==> config.mk <==
export PLATFORM = sky130hd
export DESIGN_NAME = jedro_1_prefetch_ifu
export DESIGN_NICKNAME = d
export VERILOG_FILES = /design/src/rtl/jedro_1_prefetch_ifu.sv
export SDC_FILE = /design/constraint.sdc
export NUM_CORES = 1
export LEC_CHECK = 0
export CORE_MARGIN = 10
export CORE_UTILIZATION = 55
export CTS_CLUSTER_SIZE = 10
export DETAILED_ROUTE_END_ITERATION = 10
export PLACE_DENSITY = 0.78
export RECOVER_POWER = 25
export SLEW_MARGIN = 20
export SYNTH_ARGS = -nofsm -noshare
export SYNTH_HDL_FRONTEND = slang
export SYNTH_SLANG_ARGS = --single-unit
==> constraint.sdc <==
create_clock -name clk_i -period 5.5 [get_ports clk_i]
set_clock_uncertainty 0.15 [all_clocks]
set_input_delay 1.1 -clock clk_i [delete_from_list [all_inputs] [get_ports clk_i]]
set_output_delay 1.1 -clock clk_i [all_outputs]
set_load 0.01 [all_outputs]
==> src/rtl/jedro_1_prefetch_ifu.sv <==
// jedro_1 prefetching instruction fetch unit.
// Fetches instruction words over a stb/ack/err bus into a small FIFO and
// presents the FIFO head to the decoder. Jumps and traps flush the FIFO.
// Bus faults and misaligned jump targets reach the decoder as exception
// entries instead of instructions.
module jedro_1_prefetch_ifu #(
  parameter int                    DATA_WIDTH = 32,
  parameter int                    FIFO_DEPTH = 4,
  parameter logic [DATA_WIDTH-1:0] BOOT_ADDR  = 32'h8000_0000
) (
  input  logic                  clk_i,
  input  logic                  rstn_i,
  input  logic                  jmp_instr_i,
  input  logic [DATA_WIDTH-1:0] jmp_address_i,
  output logic [DATA_WIDTH-1:0] instr_o,
  output logic [DATA_WIDTH-1:0] addr_o,
  output logic                  valid_o,
  input  logic                  ready_i,
  output logic                  exception_o,
  output logic [1:0]            exc_cause_o,
  output logic                  ram_stb_o,
  output logic [DATA_WIDTH-1:0] ram_addr_o,
  input  logic [DATA_WIDTH-1:0] ram_rdata_i,
  input  logic                  ram_ack_i,
  input  logic                  ram_err_i
);

  localparam int PTR_W = $clog2(FIFO_DEPTH);
  localparam int CNT_W = PTR_W + 1;
  localparam logic [CNT_W-1:0] DEPTH_C = CNT_W'(FIFO_DEPTH);

  localparam logic [1:0] CAUSE_NONE     = 2'b00;
  localparam logic [1:0] CAUSE_BUS_ERR  = 2'b01;
  localparam logic [1:0] CAUSE_MISALIGN = 2'b10;

  typedef enum logic [1:0] {
    S_IDLE,
    S_REQ,
    S_DRAIN,
    S_HALT
  } state_t;

  state_t                state_q, state_d;
  logic [DATA_WIDTH-1:0] pc_q, pc_d;
  logic [DATA_WIDTH-1:0] tgt_q, tgt_d;
  logic                  drain_halt_q, drain_halt_d;

  logic [DATA_WIDTH-1:0] instr_mem [FIFO_DEPTH];
  logic [DATA_WIDTH-1:0] addr_mem  [FIFO_DEPTH];
  logic [1:0]            cause_mem [FIFO_DEPTH];
  logic [PTR_W-1:0]      rd_ptr_q, wr_ptr_q;
  logic [CNT_W-1:0]      count_q;

  logic                  push, pop, flush;
  logic [DATA_WIDTH-1:0] push_instr, push_addr;
  logic [1:0]            push_cause;
  logic [PTR_W-1:0]      wr_idx;
  logic [CNT_W-1:0]      count_after;

  logic bus_done, outstanding, jmp_misaligned;

  assign bus_done       = ram_ack_i | ram_err_i;
  assign outstanding    = (state_q == S_REQ) || (state_q == S_DRAIN);
  assign jmp_misaligned = (jmp_address_i[1:0] != 2'b00);

  // The outstanding request's address lives in pc_q until it completes, so
  // the bus address stays stable through REQ and DRAIN.
  assign ram_stb_o  = outstanding;
  assign ram_addr_o = pc_q;

  assign valid_o     = (count_q != '0);
  assign instr_o     = instr_mem[rd_ptr_q];
  assign addr_o      = addr_mem[rd_ptr_q];
  assign exc_cause_o = cause_mem[rd_ptr_q];
  assign exception_o = (cause_mem[rd_ptr_q] != CAUSE_NONE);

  // A jump flushes the FIFO, so it suppresses a pop in the same cycle.
  assign pop    = valid_o & ready_i & ~jmp_instr_i;
  assign wr_idx = flush ? '0 : wr_ptr_q;

  // Occupancy once this cycle's ack push and any pop have happened; a
  // back-to-back request is only issued if that leaves a slot free.
  assign count_after = count_q + CNT_W'(1) - CNT_W'(pop);

  // Next-state, PC update and FIFO push decisions.
  always_comb begin
    state_d      = state_q;
    pc_d         = pc_q;
    tgt_d        = tgt_q;
    drain_halt_d = drain_halt_q;
    push         = 1'b0;
    push_instr   = '0;
    push_addr    = pc_q;
    push_cause   = CAUSE_NONE;
    flush        = 1'b0;

    if (jmp_instr_i) begin
      flush = 1'b1;
      if (jmp_misaligned) begin
        push       = 1'b1;
        push_addr  = jmp_address_i;
        push_cause = CAUSE_MISALIGN;
      end
      if (outstanding && !bus_done) begin
        // The bus cannot be aborted: wait for the response, then redirect
        // (or halt, if the target was misaligned).
        state_d      = S_DRAIN;
        tgt_d        = jmp_address_i;
        drain_halt_d = jmp_misaligned;
      end else if (jmp_misaligned) begin
        state_d = S_HALT;
      end else begin
        state_d = S_IDLE;
        pc_d    = jmp_address_i;
      end
    end else begin
      case (state_q)
        S_IDLE: begin
          if (count_q < DEPTH_C) state_d = S_REQ;
        end
        S_REQ: begin
          if (ram_err_i) begin
            push       = 1'b1;
            push_cause = CAUSE_BUS_ERR;
            state_d    = S_HALT;
          end else if (ram_ack_i) begin
            push       = 1'b1;
            push_instr = ram_rdata_i;
            pc_d       = pc_q + DATA_WIDTH'(4);
            state_d    = (count_after < DEPTH_C) ? S_REQ : S_IDLE;
          end
        end
        S_DRAIN: begin
          if (bus_done) begin
            drain_halt_d = 1'b0;
            if (drain_halt_q) begin
              state_d = S_HALT;
            end else begin
              state_d = S_IDLE;
              pc_d    = tgt_q;
            end
          end
        end
        S_HALT: begin
          state_d = S_HALT;
        end
        default: state_d = S_IDLE;
      endcase
    end
  end

  // FSM state, PC and pending redirect target.
  always_ff @(posedge clk_i or negedge rstn_i) begin
    if (!rstn_i) begin
      state_q      <= S_IDLE;
      pc_q         <= BOOT_ADDR;
      tgt_q        <= BOOT_ADDR;
      drain_halt_q <= 1'b0;
    end else begin
      state_q      <= state_d;
      pc_q         <= pc_d;
      tgt_q        <= tgt_d;
      drain_halt_q <= drain_halt_d;
    end
  end

  // Prefetch FIFO storage, pointers and occupancy; flush restarts at slot 0.
  always_ff @(posedge clk_i or negedge rstn_i) begin
    if (!rstn_i) begin
      rd_ptr_q <= '0;
      wr_ptr_q <= '0;
      count_q  <= '0;
      for (int i = 0; i < FIFO_DEPTH; i++) begin
        instr_mem[i] <= '0;
        addr_mem[i]  <= '0;
        cause_mem[i] <= CAUSE_NONE;
      end
    end else begin
      if (push) begin
        instr_mem[wr_idx] <= push_instr;
        addr_mem[wr_idx]  <= push_addr;
        cause_mem[wr_idx] <= push_cause;
      end
      if (flush) begin
        rd_ptr_q <= '0;
        wr_ptr_q <= push ? PTR_W'(1) : '0;
        count_q  <= push ? CNT_W'(1) : '0;
      end else begin
        if (push) wr_ptr_q <= wr_ptr_q + PTR_W'(1);
        if (pop)  rd_ptr_q <= rd_ptr_q + PTR_W'(1);
        count_q <= count_q + CNT_W'(push) - CNT_W'(pop);
      end
    end
  end

endmodule

* Word-level counts from Yosys, hierarchy flattened
Cells that the tools add are included.
W data, S select, Z words.
** Operators by class
- Add/sub/neg operators :: 7
- Magnitude comparators :: 5
- Reduce and logical (&&, ||, !) cells :: 17
- Equality and inequality tests :: 12
- Muxes and demuxes :: 62
- Bitwise operators :: 6
** Operators by type and width (count)
- $mux W32 :: 18
- $bwmux W128 :: 2
- $bmux W32 S2 :: 2
- $demux W32 S2 :: 1
- $pmux W32 S2 :: 1
- $mux W2 :: 18
- $add A32 B3 Y32 const B :: 1
- $mux W1 :: 15
- $ne A3 B3 Y1 const B :: 5
- $reduce_bool A2 Y1 :: 6
- $bwmux W8 :: 1
- $pmux W2 S4 :: 1
- $reduce_and A7 Y1 :: 1
- $ge A3 B3 Y1 const B :: 2
- $lt A3 B3 Y1 const B :: 2
- $not A2 Y3 :: 2
- $reduce_and A3 Y1 :: 2
- $reduce_bool A3 Y1 :: 2
- $sub A3 B1 Y3 :: 2
- $add A2 B1 Y2 const B :: 2
- $bmux W2 S2 :: 1
- $demux W2 S2 :: 1
- $eq A2 B2 Y1 const B :: 2
- $ne A2 B2 Y1 const B :: 2
- other kinds (15) :: 17
** Storage, ports and cells
- Input bits :: 70
- Output and inout port bits :: 101
- Logic and storage cells :: 128
- Bits in registers :: 338

* Longest topological paths before layout
Gate-level depths: netlist of run 1.
- Word-level depth :: 10
- Mapped depth :: 12
- Depth with buffers taken out :: 12

* Worst setup path before layout of run 1
No wires, ideal clock.
- Path kind :: input port to flip-flop
- From :: in jmp_instr_i
- To :: reg count_q[2]
- Slack :: 2287 ps
- Stages :: 12
- Arrival time :: 2932 ps
- Path through :: buf_6 -> o21a_1 -> buf_4 -> buf_2 -> nor2_1 -> ha_1 -> inv_1 -> ha_1 -> inv_1 -> fa_1 -> xnor2_1 -> nor2_1
** Between the ends
- Longest elaborated chain between the ends :: 4
** Ends and longest elaborated chain
- start: declaration :: RTL line 13 : input logic jmp_instr_i,
- $mux W1 / $not A1 Y1 (equally long branches) :: RTL line 97, 78
- $add A3 B1 Y3 / $and A1 B1 Y1 (equally long branches) :: RTL line 191, 78
- $sub A3 B1 Y3 :: RTL line 191 : count_q <= count_q + CNT_W'(push) - CNT_W'(pop);
- $mux W3 * :: RTL line 184 : if (flush) begin
- end signal: assignment :: RTL line 187 : count_q <= push ? CNT_W'(1) : '0;
- end signal: assignment :: RTL line 191
- end: declaration :: RTL line 52 : logic [CNT_W-1:0] count_q;
Mark *: on every way between the ends. The rest lies on a longest branch, timed or not.
A chain may end at the register's enable or synchronous reset.

* Worst setup path in the final report of run 1
- From :: reg rd_ptr_q[0]
- To :: out addr_o[12]
** Between the ends
- Longest elaborated chain between the ends :: 4
** Ends and longest elaborated chain
- start: declaration :: RTL line 51 : logic [PTR_W-1:0] rd_ptr_q, wr_ptr_q;
- start signal: assignment :: RTL line 190 : if (pop) rd_ptr_q <= rd_ptr_q + PTR_W'(1);
- $not A2 Y3 (implied by the code) :: RTL line 73 : assign addr_o = addr_mem[rd_ptr_q];
- $bmux W32 S2 :: RTL line 73
- $mux W32 (implied by the code) (2 in series) :: RTL line 73
- end: declaration :: RTL line 16 : output logic [DATA_WIDTH-1:0] addr_o,
Every way passes these cells. The select of a mux whose other input is x is not followed.

==> results of run 1 <==
[area by class of cell]
| class | count | area (um^2) |
|---|---|---|
| fill | 2073 | 9320 |
| clock buffer | 50 | 1060 |
| multi-input combinational | 984 | 6510 |
| tap | 378 | 473 |
| sequential | 338 | 8470 |
| clock inverter | 1 | 30.0 |
| timing repair buffer | 193 | 1890 |
| inverter | 10 | 37.5 |
[tightest hold or removal path, cell delays in order, from the launching register on]
cell and delay (ns):
dfrtp_1 0.33, nand2_1 0.04, o21ai_0 0.06
[sequential cells by signal, indices dropped and copies added (netlist names), 2 cells and up]
register    count
state_q         2
ram_addr_o     32
instr_mem     128
addr_mem      128
wr_ptr_q        2
cause_mem       8
tgt_q          32
count_q         3
rd_ptr_q        2
[how the worst min path moves through the flow]
stage / startpoint / endpoint / depth (start not counted)
floorplan: cause_mem[7] / cause_mem[7] / 2
global placement: addr_mem[5] / addr_mem[5] / 2
detailed placement: instr_mem[30] / instr_mem[30] / 2
CTS: instr_mem[30] / instr_mem[30] / 2
global route: instr_mem[95] / instr_mem[95] / 2
finish: instr_mem[30] / instr_mem[30] / 2
[placed cells by master, fill, tap and decap left out, types with 6 or more instances in the layout]
master | netlist | final
mux4_2 | 66 | 66
a31oi_1 | 9 | 9
inv_1 | 10 | 10
o21ai_0 | 284 | 284
a21oi_1 | 19 | 19
ha_1 | 8 | 8
clkdlybuf4s50_1 | 0 | 168
nand2_1 | 339 | 339
clkbuf_16 | 0 | 41
a22o_1 | 16 | 16
buf_4 | 7 | 19
mux2_2 | 32 | 32
nand3_1 | 8 | 8
a22oi_1 | 14 | 14
o21ai_1 | 24 | 24
dfrtp_1 | 336 | 334
nor2_1 | 28 | 27
nand4_1 | 12 | 12
clkbuf_1 | 40 | 11
mux2i_1 | 28 | 28
and3_1 | 6 | 6
[per-stage QoR]
stage | utilization (%) | setup slack, ns
4_1_cts | 66.5 | 1.14
3_3_place_gp | 62.6 | 1.65
5_1_grt | 66.5 | 0.726
2_1_floorplan | - | 2.29
3_5_place_dp | 62.6 | 1.50
6_report | 66.5 | 1.21
[layer usage]
layer	track usage [%]	vias to the layer above
li1	-	5351
met1	30.3	5772
met2	34.8	440
met3	4.97	53
met4	5.97	0
met5	0	-
[power by group through the flow]
stage | logic, mW | registers (mW) | clock network (mW)
2_1_floorplan | 1.71 | 3.67 | 0
5_1_grt | 3.06 | 3.96 | 2.44
3_5_place_dp | 2.78 | 3.87 | 0
3_3_place_gp | 2.70 | 3.83 | 0
6_report | 2.78 | 3.85 | 2.31
4_1_cts | 2.81 | 3.85 | 2.35
[cells by family after synthesis]
group / share of synthesized area, %
AND/OR/NAND/NOR: 12.2
AO/OA/AOI/OAI: 14.6
flip-flops: 54.6
buffers and inverters: 3.67
multiplexers: 13.7
adder cells (fa/ha/maj): 0.775
XOR/XNOR: 0.452
==> qor.csv, run 1 <==
stage,metric,value,unit
worst_hold_path,hold_class,reg -> reg,
global_route,track_usage,22.1,%
placement,gp_congestion,0.897,
yosys,synthCells,1442,
critical_path,crit_buf_inv,2,
route,drc,0,
layout,final_nets,1646,
clock_network,post_cts_buffers,0,
floorplanning,pin_count,171,
pwr,clkPwrFrac,25.8,%
global_route,grt_overflow,0,
sta,fmax,233,MHz
critical_path,r2r_slack,2.30,ns
critical_path,cp.arrival,3.04,ns
route,vias,11600,
route,via_per_inst,5.94,
clock_network,ctsHoldBuffers,0,
yosys,ys_top_cells_by_area,"dfrtp_1 (54%), mux4_2 (9.6%), o21ai_0 (9.2%)",
critical_path,crit_required,4.25,ns
sta,rsz0062_at_grt,no,
pwr,power_frac_seq,43.1,%
yosys,ys.flop_type,dfrtp_1,
yosys,ys_ff_latch,338,
critical_path,worstPathCellList,buf_4 > mux4_2 > clkdlybuf4s50_1,
global_route,antenna_found_initial,0,
clock_network,tritoncts,done,
critical_path,r2r-start,state_q[1],
clock_network,htree_levels,2,
floorplanning,row_count,61,
critical_path,endpoint,addr_o[12],
critical_path,r2r-end,addr_mem[84],
route,wl_met3,2840,um
critical_path,crit_fanout,35,
critical_path,path_class,reg -> out,
global_route,grt_pass1_vias,11900,
critical_path,worstSetupStartpoint,rd_ptr_q[0],
global_route,grt_max_degree,135,
sta,maxSlewViolCount,148,
clock_network,post_cts_resized,0,
yosys,synth-edff-count,0,
clock_network,root_buffer,clkbuf_16,
critical_path,endpoint_kind,output port,
layout,areaGrowthSynthToFinish,19.1,%
route,wl_met2,18400,um
floorplanning,die_area,0.0353,mm^2
critical_path,cp_top_family,buffers and inverters,
floorplanning,start_util,55.8,%
critical_path,critPathLaunchType,flop,
yosys,synth_seq_area_share,54.6,%
route,drt-met1-wl,17100,um
route,antenna_left,0,
outcome,status,finished with violations,
route,drt_first_pass_iters,6,
yosys,yosysTopAreaCell,dfrtp_1,
placement,place_area,0.0174,mm^2
critical_path,reg2reg_depth,8,
yosys,avgSynthCellArea,10.8,um^2
sta,maxSlewHeadroom,-45.3,%
route,detail_route.wirelength,39100,um
route,wl_per_cell,20.0,um
sta,finalHoldViolations,0,
pwr,p_sw,2.95,mW
floorplanning,fp.dieH,188,um
critical_path,slowest_stage,dfrtp_4,
placement,portBuffers,170,
critical_path,critical-path-max-stage-delay,0.90,ns
sta,tightest_slew,2.18,ns
layout,n_antenna_cell,0,
clock_network,clkTransAtPathRegs,0.05,ns
pwr,p_per_area,484,mW/mm^2
clock_network,cts_buffer_depth,3,
global_route,grt_first_pass_wirelength,64200,um
clock_network,cts_buffers,40,
pwr,power_frac_comb,31.1,%
placement,dp_hpwl,25500,um
sta,holdWs,0.324,ns
yosys,syn_nets,1521,
critical_path,path_depth,3,
clock_network,clock_sinks,338,
flow_run,maxCapViolations,3,
layout,final-instance-count-excl-fill,1954,
clock_network,clk-insertion-delay-late,0.52,ns
yosys,yosysWarningCount,0,
layout,drive_gt1_share,12.2,%
yosys,yosys-top-cells-count,"nand2_1 (339), dfrtp_1 (336), o21ai_0 (284)",
pwr,leakage,7.77,nW
yosys,synthesis.area,0.0155,mm^2
pwr,p_int,6.00,mW
route,drtIter0Drc,996,
yosys,async_flop_share,100,%
pwr,peakVddDrop,303,uV
outcome,failed_checks,"max-capacitance violations, max-slew violations",
placement,dp.cells,1902,
yosys,netlist-cell-type-count,67,
sta,fin_setup_tns,0,ns
floorplanning,die_x,188,um
yosys,yosysTopAreaCellShare,54.2,%
route,routed.top_layer,met4,
sta,min_period,4.29,ns
sta,finalSetupViolCount,0,
sta,period_share,78.0,%
layout,stdcell_area,0.0185,mm^2
floorplanning,core,0.0278,mm^2
pwr,switching_share,32.9,%
yosys,synth_most_common_cell,nand2_1,
pwr,power.total,8.95,mW
Note: power is estimated with default switching activity, not from simulation.
==> inputs of run 2 (changes only) <==
==> constraint.sdc (replaced) <==
create_clock -name clk_i -period 4.07 [get_ports clk_i]
set_clock_uncertainty 0.15 [all_clocks]
set_input_delay 0.814 -clock clk_i [delete_from_list [all_inputs] [get_ports clk_i]]
set_output_delay 0.814 -clock clk_i [all_outputs]
set_load 0.01 [all_outputs]
==> run 2 against run 1 <==
The flow still finishes with violations (max-capacitance violations, max-slew violations). Sequential power rose by 34%. Via count up 0.50%. Global-route usage hardly changed. Combinational power rose by 38%. Clock power increased by 35%. Sequential share of layout area decreased by 0.31 points. Die area is the same. Sequential cell count unchanged. Largest power group unchanged. Highest routed layer unchanged.
==> qor.csv, run 2 (synthesized netlist as in run 1, its figures left out) <==
stage,metric,value,unit,change
layout,areaGrowthSynthToFinish,19.9,%,was 19.1%
sta,tightest_slew,2.67,ns,was 2.18 ns
layout,n_antenna_cell,0,,unchanged
clock_network,cts_buffers,40,,unchanged
sta,min_period,3.56,ns,
pwr,leakage,7.83,nW,was 7.77 nW
global_route,grt_max_degree,132,,was 135
sta,period_share,87.6,%,
critical_path,crit_fanout,27,,was 35
placement,dp_hpwl,25400,um,was 25500 um
pwr,p_int,8.14,mW,was 6.00 mW
sta,holdWs,0.325,ns,was 0.324 ns
sta,fin_setup_tns,0,ns,unchanged
global_route,track_usage,22.0,%,was 22.1%
floorplanning,core,0.0278,mm^2,unchanged
placement,portBuffers,170,,unchanged
sta,maxSlewHeadroom,-77.9,%,was -45.3%
pwr,clkPwrFrac,25.8,%,about the same
pwr,power_frac_comb,31.6,%,was 31.1%
worst_hold_path,hold_class,reg -> reg,,unchanged
layout,regArea,0.00847,mm^2,unchanged
layout,fill_cells,2143,,was 2073
placement,place_area,0.0175,mm^2,was 0.0174 mm^2
layout,multi_input_area,0.00651,mm^2,unchanged
critical_path,cp.arrival,2.60,ns,was 3.04 ns
pwr,p_sw,3.99,mW,was 2.95 mW
clock_network,htree_levels,2,,unchanged
layout,final_common_cell,nand2_1,,unchanged
route,antenna_left,0,,unchanged
sta,finalHoldViolations,0,,unchanged
route,via_per_inst,5.96,,was 5.94
pwr,p_per_area,652,mW/mm^2,was 484 mW/mm^2
route,vias,11700,,was 11600
clock_network,tritoncts,done,,unchanged
critical_path,endpoint_kind,output port,,unchanged
clock_network,ctsHoldBuffers,0,,unchanged
pwr,peakVddDrop,386,uV,was 303 uV
sta,rsz0062_at_grt,no,,unchanged
clock_network,clk-insertion-delay-late,0.52,ns,about the same
layout,final_nets,1649,,was 1646
critical_path,path_class,reg -> out,,unchanged
sta,finalSetupViolCount,0,,unchanged
route,drt_first_pass_iters,5,,was 6
clock_network,root_buffer,clkbuf_16,,unchanged
route,drc,0,,unchanged
floorplanning,pin_count,171,,unchanged
global_route,grt_overflow,0,,unchanged
global_route,antenna_found_initial,0,,unchanged
global_route,grt_pass1_vias,12000,,was 11900
layout,layout_common_cells,"nand2_1 (339), dfrtp_1 (334), o21ai_0 (284)",,unchanged
placement,gp_congestion,0.898,,was 0.897
global_route,grt_first_pass_wirelength,64300,um,was 64200 um
flow_run,maxCapViolations,1,,was 3
route,detail_route.wirelength,38800,um,was 39100 um
sta,fmax,281,MHz,
floorplanning,die_x,188,um,unchanged
clock_network,post_cts_buffers,0,,unchanged
route,drtIter0Drc,1183,,was 996
clock_network,post_cts_resized,0,,unchanged
pwr,power.total,12.1,mW,was 8.95 mW
floorplanning,start_util,55.8,%,unchanged
layout,stdcell_area,0.0186,mm^2,was 0.0185 mm^2
floorplanning,die_area,0.0353,mm^2,unchanged
layout,drive_gt1_share,12.6,%,was 12.2%
pwr,power_frac_seq,42.7,%,was 43.1%
pwr,switching_share,32.9,%,about the same
layout,top_regs,"addr_mem: 128 flops, instr_mem: 128 flops",,unchanged
clock_network,clkTransAtPathRegs,0.05,ns,about the same
clock_network,clock_sinks,338,,unchanged
floorplanning,row_count,61,,unchanged
critical_path,crit_required,3.11,ns,was 4.25 ns
sta,maxSlewViolCount,102,,was 148
critical_path,critPathLaunchType,flop,,unchanged
floorplanning,fp.dieH,188,um,unchanged
route,wl_per_cell,19.8,um,was 20.0 um
outcome,status,finished with violations,,unchanged
clock_network,cts_buffer_depth,3,,unchanged
outcome,failed_checks,"max-capacitance violations, max-slew violations",,unchanged
[run 2: cell count changes in the layout (fill, tap and decap cells not counted), sizes merged]
| cell | previous run | this run |
|---|---|---|
| bufinv | 1 | 0 |
| inv | 10 | 12 |
| buf | 22 | 25 |
| clkbuf | 53 | 54 |
[run 2: final timing paths]
| kind | endpoint | cells past startpoint | slack [ns] | from |
|---|---|---|---|---|
| max in group asynchronous | instr_mem[93] | 2 | 1.03 | rstn_i |
| min reg2reg | addr_mem[50] | 2 | 0.32 | addr_mem[50] |
| max reg2reg | ram_addr_o[11] | 8 | 1.24 | state_q[0] |
| min | addr_mem[50] | 2 | 0.32 | addr_mem[50] |
| max | addr_o[13] | 3 | 0.51 | rd_ptr_q[0] |
| min in group asynchronous | instr_mem[118] | 1 | 0.98 | rstn_i |
[run 2: layer usage]
layer	global-route usage (%)	up-vias	share of wire, %
met2	34.7	454	47
met5	0	-	0
li1	-	5359	-
met4	6.15	0	2.3
met1	30.0	5797	43
met3	5.14	64	7.7
[run 2: cell type report]
class	count	share of cell area, %
inverter	10	0.202
clock buffer	51	5.88
multi-input combinational	984	35.0
sequential	338	45.5
timing repair buffer	196	10.7
clock inverter	2	0.0942
tap	378	2.54
[run 2: critical path, cell delays in order (launching register included)]
cell and delay [ns]:
dfrtp_4 0.66, buf_12 0.30, mux4_2 0.54, clkdlybuf4s50_1 0.58
[run 2: power groups by stage]
| stage | Sequential [mW] | Combinational [mW] | Clock [mW] |
|---|---|---|---|
| global route | 5.31 | 4.22 | 3.31 |
| finish | 5.17 | 3.83 | 3.13 |
| detailed placement | 5.19 | 3.84 | 0 |
| CTS | 5.16 | 3.87 | 3.18 |
| floorplan | 4.96 | 2.31 | 0 |
| global placement | 5.14 | 3.73 | 0 |
[run 2: metrics by stage]
stage	utilization [%]	worst slack [ns]	std cells
2_1_floorplan	-	1.14	1442
3_3_place_gp	63.0	0.850	1906
3_5_place_dp	63.0	0.776	1906
4_1_cts	67.0	0.478	1959
5_1_grt	66.9	0.403	1959
6_report	66.9	0.507	1959
==> inputs of run 3 (changes only) <==
--- a/config.mk
+++ b/config.mk
@@ -5,11 +5,11 @@
 export SDC_FILE = /design/constraint.sdc
 export NUM_CORES = 1
 export LEC_CHECK = 0
-export CORE_MARGIN = 10
+export ABC_AREA = 0
 export CORE_UTILIZATION = 55
 export CTS_CLUSTER_SIZE = 10
 export DETAILED_ROUTE_END_ITERATION = 10
-export PLACE_DENSITY = 0.78
+export PLACE_DENSITY = 0.81
 export RECOVER_POWER = 25
 export SLEW_MARGIN = 20
 export SYNTH_ARGS = -nofsm -noshare
==> run 3 against run 2 <==
The flow finishes with violations (max-capacitance violations). Clock-buffer cell count up 3. Die area down 18%. First-iteration DRC count down 11%. Clock power up 1%. Register-to-register slack worse by 0.09 ns. Hold slack worse by 0.17 ns. Sequential power about the same. Cell count up 0.41%. Combinational power about the same. Largest power group unchanged. Highest routed layer unchanged.
==> qor.csv, run 3 (synthesized netlist as in run 1, its figures left out) <==
stage,metric,value,unit,change
outcome,failed_checks,max-capacitance violations,,"was max-capacitance violations, max-slew violations"
floorplanning,fp.dieH,170,um,was 188 um
critical_path,r2r_slack,1.15,ns,was 1.24 ns
global_route,grt_pass1_vias,11900,,was 12000
global_route,grt_max_degree,132,,unchanged
clock_network,post_cts_buffers,0,,unchanged
critical_path,path_class,reg -> out,,unchanged
critical_path,crit_buf_inv,1,,was 2
sta,finalHoldViolations,0,,unchanged
critical_path,worstPathCellList,mux4_2 > or2_2 > clkdlybuf4s50_1,,was buf_12 > mux4_2 > clkdlybuf4s50_1
placement,portBuffers,170,,unchanged
floorplanning,pin_count,171,,unchanged
floorplanning,die_x,170,um,was 188 um
clock_network,htree_levels,2,,unchanged
sta,min_period,3.58,ns,was 3.56 ns
floorplanning,core,0.0278,mm^2,unchanged
route,wl_per_cell,19.3,um,was 19.8 um
layout,top_regs,"addr_mem: 128 flops, instr_mem: 128 flops",,unchanged
clock_network,clk-insertion-delay-late,0.53,ns,was 0.52 ns
layout,final_nets,1652,,was 1649
sta,fmax,279,MHz,was 281 MHz
sta,maxSlewHeadroom,0.238,%,was -77.9%
critical_path,crit_required,3.11,ns,about the same
clock_network,cts_buffer_depth,3,,unchanged
global_route,grt_first_pass_wirelength,62700,um,was 64300 um
layout,areaGrowthSynthToFinish,20.0,%,was 19.9%
pwr,p_per_area,653,mW/mm^2,was 652 mW/mm^2
pwr,leakage,7.84,nW,was 7.83 nW
layout,final_common_cell,nand2_1,,unchanged
layout,drive_gt1_share,12.8,%,was 12.6%
floorplanning,start_util,55.8,%,unchanged
route,drc,0,,unchanged
sta,rsz0062_at_grt,no,,unchanged
critical_path,endpoint_kind,output port,,unchanged
layout,n_antenna_cell,0,,unchanged
critical_path,cp_top_family,flip-flops,,was buffers and inverters
flow_run,maxCapViolations,1,,unchanged
worst_hold_path,hold_class,in -> async,,was reg -> reg
route,drt_first_pass_iters,7,,was 5
route,vias,11800,,was 11700
route,detail_route.wirelength,38000,um,was 38800 um
critical_path,critical-path-max-stage-delay,0.69,ns,was 0.66 ns
clock_network,tritoncts,done,,unchanged
global_route,track_usage,27.6,%,was 22.0%
sta,period_share,88.0,%,was 87.6%
route,antenna_left,0,,unchanged
clock_network,post_cts_resized,0,,unchanged
critical_path,critPathLaunchType,flop,,unchanged
layout,fill_cells,2085,,was 2143
clock_network,cts_buffers,40,,unchanged
placement,place_ws,0.778,ns,was 0.776 ns
global_route,grt_overflow,0,,unchanged
critical_path,cp.arrival,2.62,ns,was 2.60 ns
outcome,status,finished with violations,,unchanged
layout,layout_common_cells,"nand2_1 (339), dfrtp_1 (334), o21ai_0 (284)",,unchanged
floorplanning,die_area,0.0289,mm^2,was 0.0353 mm^2
sta,tightest_slew,1.50,ns,was 2.67 ns
critical_path,slowest_stage,dfrtp_4,,unchanged
route,drtIter0Drc,1057,,was 1183
clock_network,root_buffer,clkbuf_16,,unchanged
sta,fin_setup_tns,0,ns,unchanged
critical_path,crit_fanout,18,,was 27
clock_network,clkTransAtPathRegs,0.05,ns,about the same
clock_network,ctsHoldBuffers,0,,unchanged
global_route,antenna_found_initial,0,,unchanged
floorplanning,row_count,61,,unchanged
sta,maxSlewViolCount,0,,was 102
placement,gp_congestion,0.895,,was 0.898
route,via_per_inst,6.01,,was 5.96
sta,fin_ws,0.490,ns,was 0.507 ns
placement,dp_hpwl,24300,um,was 25400 um
clock_network,clock_sinks,338,,unchanged
pwr,peakVddDrop,451,uV,was 386 uV
sta,finalSetupViolCount,0,,unchanged
-- run 3: cell types whose count changed in the layout (fill, tap and decap cells not counted), sizes merged --
cell and change:
clkinv +2, buf +2, clkbuf +4
-- run 3: stage by stage --
step	power (mW)	std cells	util [%]	instance area, um^2	hold slack (ns)
2_1_floorplan	7.27	1442	-	15500	0.292
3_3_place_gp	8.82	1909	63.0	17500	0.305
3_5_place_dp	8.99	1909	63.0	17500	0.315
4_1_cts	12.2	1967	67.1	18600	0.221
5_1_grt	12.8	1967	67.0	18600	0.239
6_report	12.2	1967	67.0	18600	0.154
-- run 3: worst paths after layout --
path                                     from  cells after the start             end
worst max-delay path              rd_ptr_q[0]                      3     exception_o
worst min-delay path                   rstn_i                      1   instr_mem[85]
worst max register to register     state_q[0]                      8  ram_addr_o[14]
worst min register to register  addr_mem[125]                      2   addr_mem[125]
max in group asynchronous              rstn_i                      2        tgt_q[3]
min in group clk_i              addr_mem[125]                      2   addr_mem[125]
-- run 3: cell type report --
class | count | area (um^2) | share of cell area, %
clock buffer | 54 | 1080 | 5.82
clock inverter | 4 | 50.0 | 0.269
inverter | 10 | 37.5 | 0.202
multi-input combinational | 984 | 6510 | 35.0
sequential | 338 | 8470 | 45.5
tap | 378 | 473 | 2.54
timing repair buffer | 199 | 1980 | 10.7
-- run 3: report_power, final --
part	switching (mW)	internal (mW)	total (mW)
clock	1.32	1.85	3.17
sequential	0.817	4.37	5.18
combinational	1.89	1.91	3.80
total	4.02	8.13	12.2
-- run 3: per-layer routing --
layer  share of wire [%]  global-route usage (%)  up-vias
met4                 2.5                    9.52        0
li1                    -                       -     5368
met3                 7.9                    4.74       78
met2                  47                    43.1      533
met1                  42                    39.4     5850
met5                   0                       0        -
